### config.mk
export PLATFORM = sky130hd
export DESIGN_NAME = queue_ctrl_2x109
export DESIGN_NICKNAME = d
export VERILOG_FILES = /design/src/rtl/queue_ctrl_2x109.sv
export SDC_FILE = /design/constraint.sdc
export NUM_CORES = 1
export LEC_CHECK = 0
export BUFFER_PORTS_ARGS = -buffer_cell sky130_fd_sc_hd__buf_2
export CORE_AREA = 2 2 176 178
export CTS_CLUSTER_SIZE = 28
export DETAILED_ROUTE_END_ITERATION = 10
export DIE_AREA = 0 0 178 180
export PLACE_DENSITY = 0.35
export SLEW_MARGIN = 20
export SYNTH_ARGS = -nofsm -noshare
export SYNTH_HDL_FRONTEND = slang
export SYNTH_SLANG_ARGS = --single-unit
### constraint.sdc
create_clock -name clock -period 1.9 [get_ports clock]
set_input_delay 0.57 -clock clock [delete_from_list [all_inputs] [get_ports clock]]
set_output_delay 0.57 -clock clock [all_outputs]
set_load 0.02 [all_outputs]
### src/rtl/queue_ctrl_2x109.sv
// queue_ctrl_2x109: ready/valid pointer and occupancy control for a 2x109 register-file queue
module queue_ctrl_2x109 #(
  parameter int WIDTH = 109,
  parameter int ENTRIES = 2,
  parameter int FLOW = 0,
  parameter int PIPE = 0,
  localparam int AW = $clog2(ENTRIES),
  localparam int CW = $clog2(ENTRIES + 1)
) (
  input  logic             clock,
  input  logic             reset,
  output logic             io_enq_ready,
  input  logic             io_enq_valid,
  input  logic [WIDTH-1:0] io_enq_bits,
  input  logic             io_deq_ready,
  output logic             io_deq_valid,
  output logic [WIDTH-1:0] io_deq_bits,
  output logic [CW-1:0]    io_count,
  output logic [AW-1:0]    ram_W0_addr,
  output logic             ram_W0_en,
  output logic             ram_W0_clk,
  output logic [WIDTH-1:0] ram_W0_data,
  output logic [AW-1:0]    ram_R0_addr,
  output logic             ram_R0_en,
  output logic             ram_R0_clk,
  input  logic [WIDTH-1:0] ram_R0_data
);
  logic [AW-1:0] enq_ptr, deq_ptr;
  logic          maybe_full, match, empty, full, bypass, do_enq, do_deq;
  logic [CW-1:0] e, d, diff;
  function automatic logic [AW-1:0] inc(input logic [AW-1:0] p);
    return (p == AW'(ENTRIES - 1)) ? '0 : p + 1'b1;
  endfunction
  assign match  = enq_ptr == deq_ptr;
  assign empty  = match & ~maybe_full;
  assign full   = match & maybe_full;
  assign bypass = (FLOW != 0) & empty;
  assign io_enq_ready = ~reset & (~full | ((PIPE != 0) & io_deq_ready));
  assign io_deq_valid = ~reset & (~empty | (bypass & io_enq_valid));
  assign io_deq_bits  = bypass ? io_enq_bits : ram_R0_data;
  // an empty FLOW queue hands the payload straight through without touching the RAM
  assign do_enq = io_enq_ready & io_enq_valid & ~(bypass & io_deq_ready);
  assign do_deq = io_deq_ready & io_deq_valid & ~(bypass & io_deq_ready);
  assign e    = CW'(enq_ptr);
  assign d    = CW'(deq_ptr);
  assign diff = (e >= d) ? e - d : e + CW'(ENTRIES) - d;
  assign io_count = match ? (maybe_full ? CW'(ENTRIES) : '0) : diff;
  assign ram_W0_addr = enq_ptr;
  assign ram_W0_en   = do_enq;
  assign ram_W0_clk  = clock;
  assign ram_W0_data = io_enq_bits;
  assign ram_R0_addr = deq_ptr;
  assign ram_R0_en   = ~empty;
  assign ram_R0_clk  = clock;
  always_ff @(posedge clock) begin
    if (reset) begin
      enq_ptr    <= '0;
      deq_ptr    <= '0;
      maybe_full <= 1'b0;
    end else begin
      if (do_enq) enq_ptr <= inc(enq_ptr);
      if (do_deq) deq_ptr <= inc(deq_ptr);
      if (do_enq != do_deq) maybe_full <= do_enq;
    end
  end
endmodule
=== Yosys cells after proc, flatten, opt, wreduce, memory -nomap -nowiden ===
Cells that the tools add are included.

* Logic and storage cells: 26
* Register bits: 3
* Bits of input ports: 222
* Output and inout port bits: 228

* Add/subtract/negate cells: 5
* Magnitude comparators: 1
* Muxes and demuxes: 5
* Bitwise operators: 10
* Equality and inequality tests: 2

{| class="wikitable"
|+ Operators with widths
! kind !! number
|-
| 1-bit AND || 6
|-
| 2-bit two-way mux || 3
|-
| 1-bit NOT || 4
|-
| 1-bit adder, second input constant || 2
|-
| 1-bit by 2-bit adder with 2-bit output, second input constant || 1
|-
| 1-bit two-way mux || 2
|-
| 1-bit by 1-bit subtractor with 2-bit output || 1
|-
| 2-bit by 1-bit subtractor with 2-bit output || 1
|-
| 1-bit == test || 1
|-
| 1-bit >= comparator || 1
|-
| 1-bit != test || 1
|}

=== Depth between registers and ports, before layout ===
* Depth after elaboration: 6
* Mapped depth: 5
* Depth with buffers taken out: 5

==> out/metrics.yaml <==
detailed_routing:
  viasPerCell: 1.40
  ant_nets: 0
  drtIter0Drc: 10
  drcViolationCount: 0
  routedWlPerCell_um: 14.7
  wirelength_mm: 6.60
  dr.pass1.iters: 2
  num_vias: 627
worst_hold_path:
  min_path_type: "in2reg"
  hp-start: "reset"
synth:
  syn_area_um2: 1860
  ys_warn_count: 0
  synth_cells: 245
  avgSynthCellArea_um2: 7.58
  ys_types: 17
  ys_ff_latch: 3
  synthesis.nets: 469
  ys_seq_area_share_pct: 3.23
cts:
  clkLatencyLatePin_ps: 340
  cts_tree: "built"
  clk_pin_slew_ps: 30
grt:
  grt_pass1_wl_mm: 7.53
  antenna_found_initial: 0
  grt_pass1_vias: 754
  grt_max_degree: 7
  grt_usage_pct: 3.77
  grt_overflow_total: 0
power_and_ir_drop:
  p_total_w: 0.00130
  p_per_area_nw_per_um2: 1220
  ir_drop_v: 0.000626
  p_leak_nw: 0.297
timing:
  setup_viol: 4
  clock_skew_ps: 3.05
  fin_crit_sh_pct: 103
  slew_headroom_pct: 85.9
  fin_crit_ps: 1960
  drv_slew: 0
  fmax_mhz: 510
  rsz0062_at_grt: "yes"
  worst_slew_pin_slew_ps: 209
  fin_ws_ps: -60.8
  final_hold_viol_count: 0
layout:
  n_antenna_cell: 0
  area.growth.synth_to_final_pct: -42.4
  final_nets: 277
  drive_gt1_share_pct: 69.2
  mostFrequentLayoutCells: "7 x clkbuf_16, 7 x buf_2, 7 x buf_4"
critical_path:
  worstSetupStartpointType: "flop"
  reg2regPathDepth: 6
  cp.required_ps: 1330
  crit_start: "ram_W0_addr"
  crit_path_end_kind: "primary output"
  path_max_fanout: 6
  reg2reg_from: "ram_W0_addr"
  reg2reg_setup_slack_ps: 570
  slowest_delay_ps: 320
  r2r_end: "maybe_full"
  crit_slowest_cell: "dfxtp_2"
  critical_path_arrival_ps: 1390
  critPathKind: "reg2out"
  cp_cell_sequence: "inv_2 -> ha_4 -> nor2_2 -> a22o_1 -> buf_6"
  crit_end: "io_count[1]"
floorplan:
  row_count: 64
  fp.dieH_um: 180
  die_area_um2: 32000
  start_util_pct: 6.15
  die_width_um: 178
  coreArea_um2: 30200
  io_pins: 450
run_status:
  status: "finished with violations"
  violations: "setup timing"
placed_design:
  dp_hpwl_mm: 5.52
  port_buffers: 13
  dp_slack_ps: 58.5
  place_congestion: 0.610
job:
  maxCapViolCount: 0
logic make-up after synthesis:
kind of cell    synth area share (%)
xor+xnor                       0.471
fa+ha+maj                       1.35
buf+inv                         89.5
flops                           3.23
simple gates                    2.49
compound gates                  2.96
area by class of cell:
type,instances,area (um^2)
Sequential cell,3,65.1
Timing Repair Buffer,17,121
Tap cell,396,495
Clock buffer,10,201
Fill cell,3567,29100
Multi-Input combinational cell,19,176
Inverter,3,11.3
worst min path at each step:
stage	cells past startpoint	slack, ps	endpoint
floorplan	2	510	maybe_full
global placement	2	500	ram_W0_addr
detailed placement	2	520	ram_W0_addr
CTS	2	520	ram_R0_addr
global route	2	530	ram_R0_addr
finish	2	520	ram_W0_addr
through the flow:
step                      cells  setup TNS, ps  hold WS (ps)  instance area, um^2  utilization, %
after floorplan             245              0           508                 1870               -
after global placement      434              0           499                  783            2.59
after detailed placement    434              0           517                  783            2.59
after CTS                   447           -122           522                 1060            3.51
after global routing        448           -290           526                 1070            3.55
final                       448           -117           522                 1070            3.55
critical path: cells and delay by family, from the launching register on:
kind                     cells  cell delay [ps]
flip-flops                   1              320
AO/OA/AOI/OAI                1              190
AND/OR/NAND/NOR              1               40
buffers and inverters        2              180
adder cells (fa/ha/maj)      1              310
synth_stat cells:
master | n | area share (%)
a21bo_1 | 1 | 0.54
a21boi_0 | 1 | 0.40
a21oi_1 | 3 | 0.81
a22o_1 | 1 | 0.47
a31o_2 | 1 | 0.47
and2_1 | 1 | 0.34
and2b_1 | 1 | 0.40
buf_4 | 220 | 89
dfxtp_1 | 3 | 3.2
ha_1 | 2 | 1.3
inv_1 | 3 | 0.61
nand2b_1 | 1 | 0.34
nand2b_2 | 1 | 0.47
nor2_1 | 3 | 0.61
nor2b_1 | 1 | 0.34
o21ai_0 | 1 | 0.27
xnor2_1 | 1 | 0.47
routing by layer:
metal	vias to the layer above	wire length [um]	track usage [%]
met3	111	2470	6.26
li1	136	-	-
met4	0	1340	8.03
met5	-	0	0
met2	193	2090	3.71
met1	187	704	0.969
power by group:
group          internal (W)  switching, W  leakage (nW)
combinational      0.000151      0.000142         0.172
clock              0.000717      0.000204        0.0995
sequential        0.0000770     0.0000110        0.0258
total              0.000945      0.000357         0.297
sequential cells by signal (all words and copies together), names as in the netlist:
register and flops:
ram_W0_addr 1, ram_R0_addr 1, maybe_full 1
timing repair:
| action | 4_1_cts | 5_1_grt |
|---|---|---|
| buffers inserted | 5 | 1 |
| resized for setup | 19 | 1 |
| hold buffers | 0 | 0 |
| cloned | 0 | 0 |
| pin swaps | 4 | 1 |
| endpoints found under the setup margin | 8 | 6 |
| hold endpoints to repair | 0 | 0 |
No activity file was read; power rests on OpenSTA's default activity.
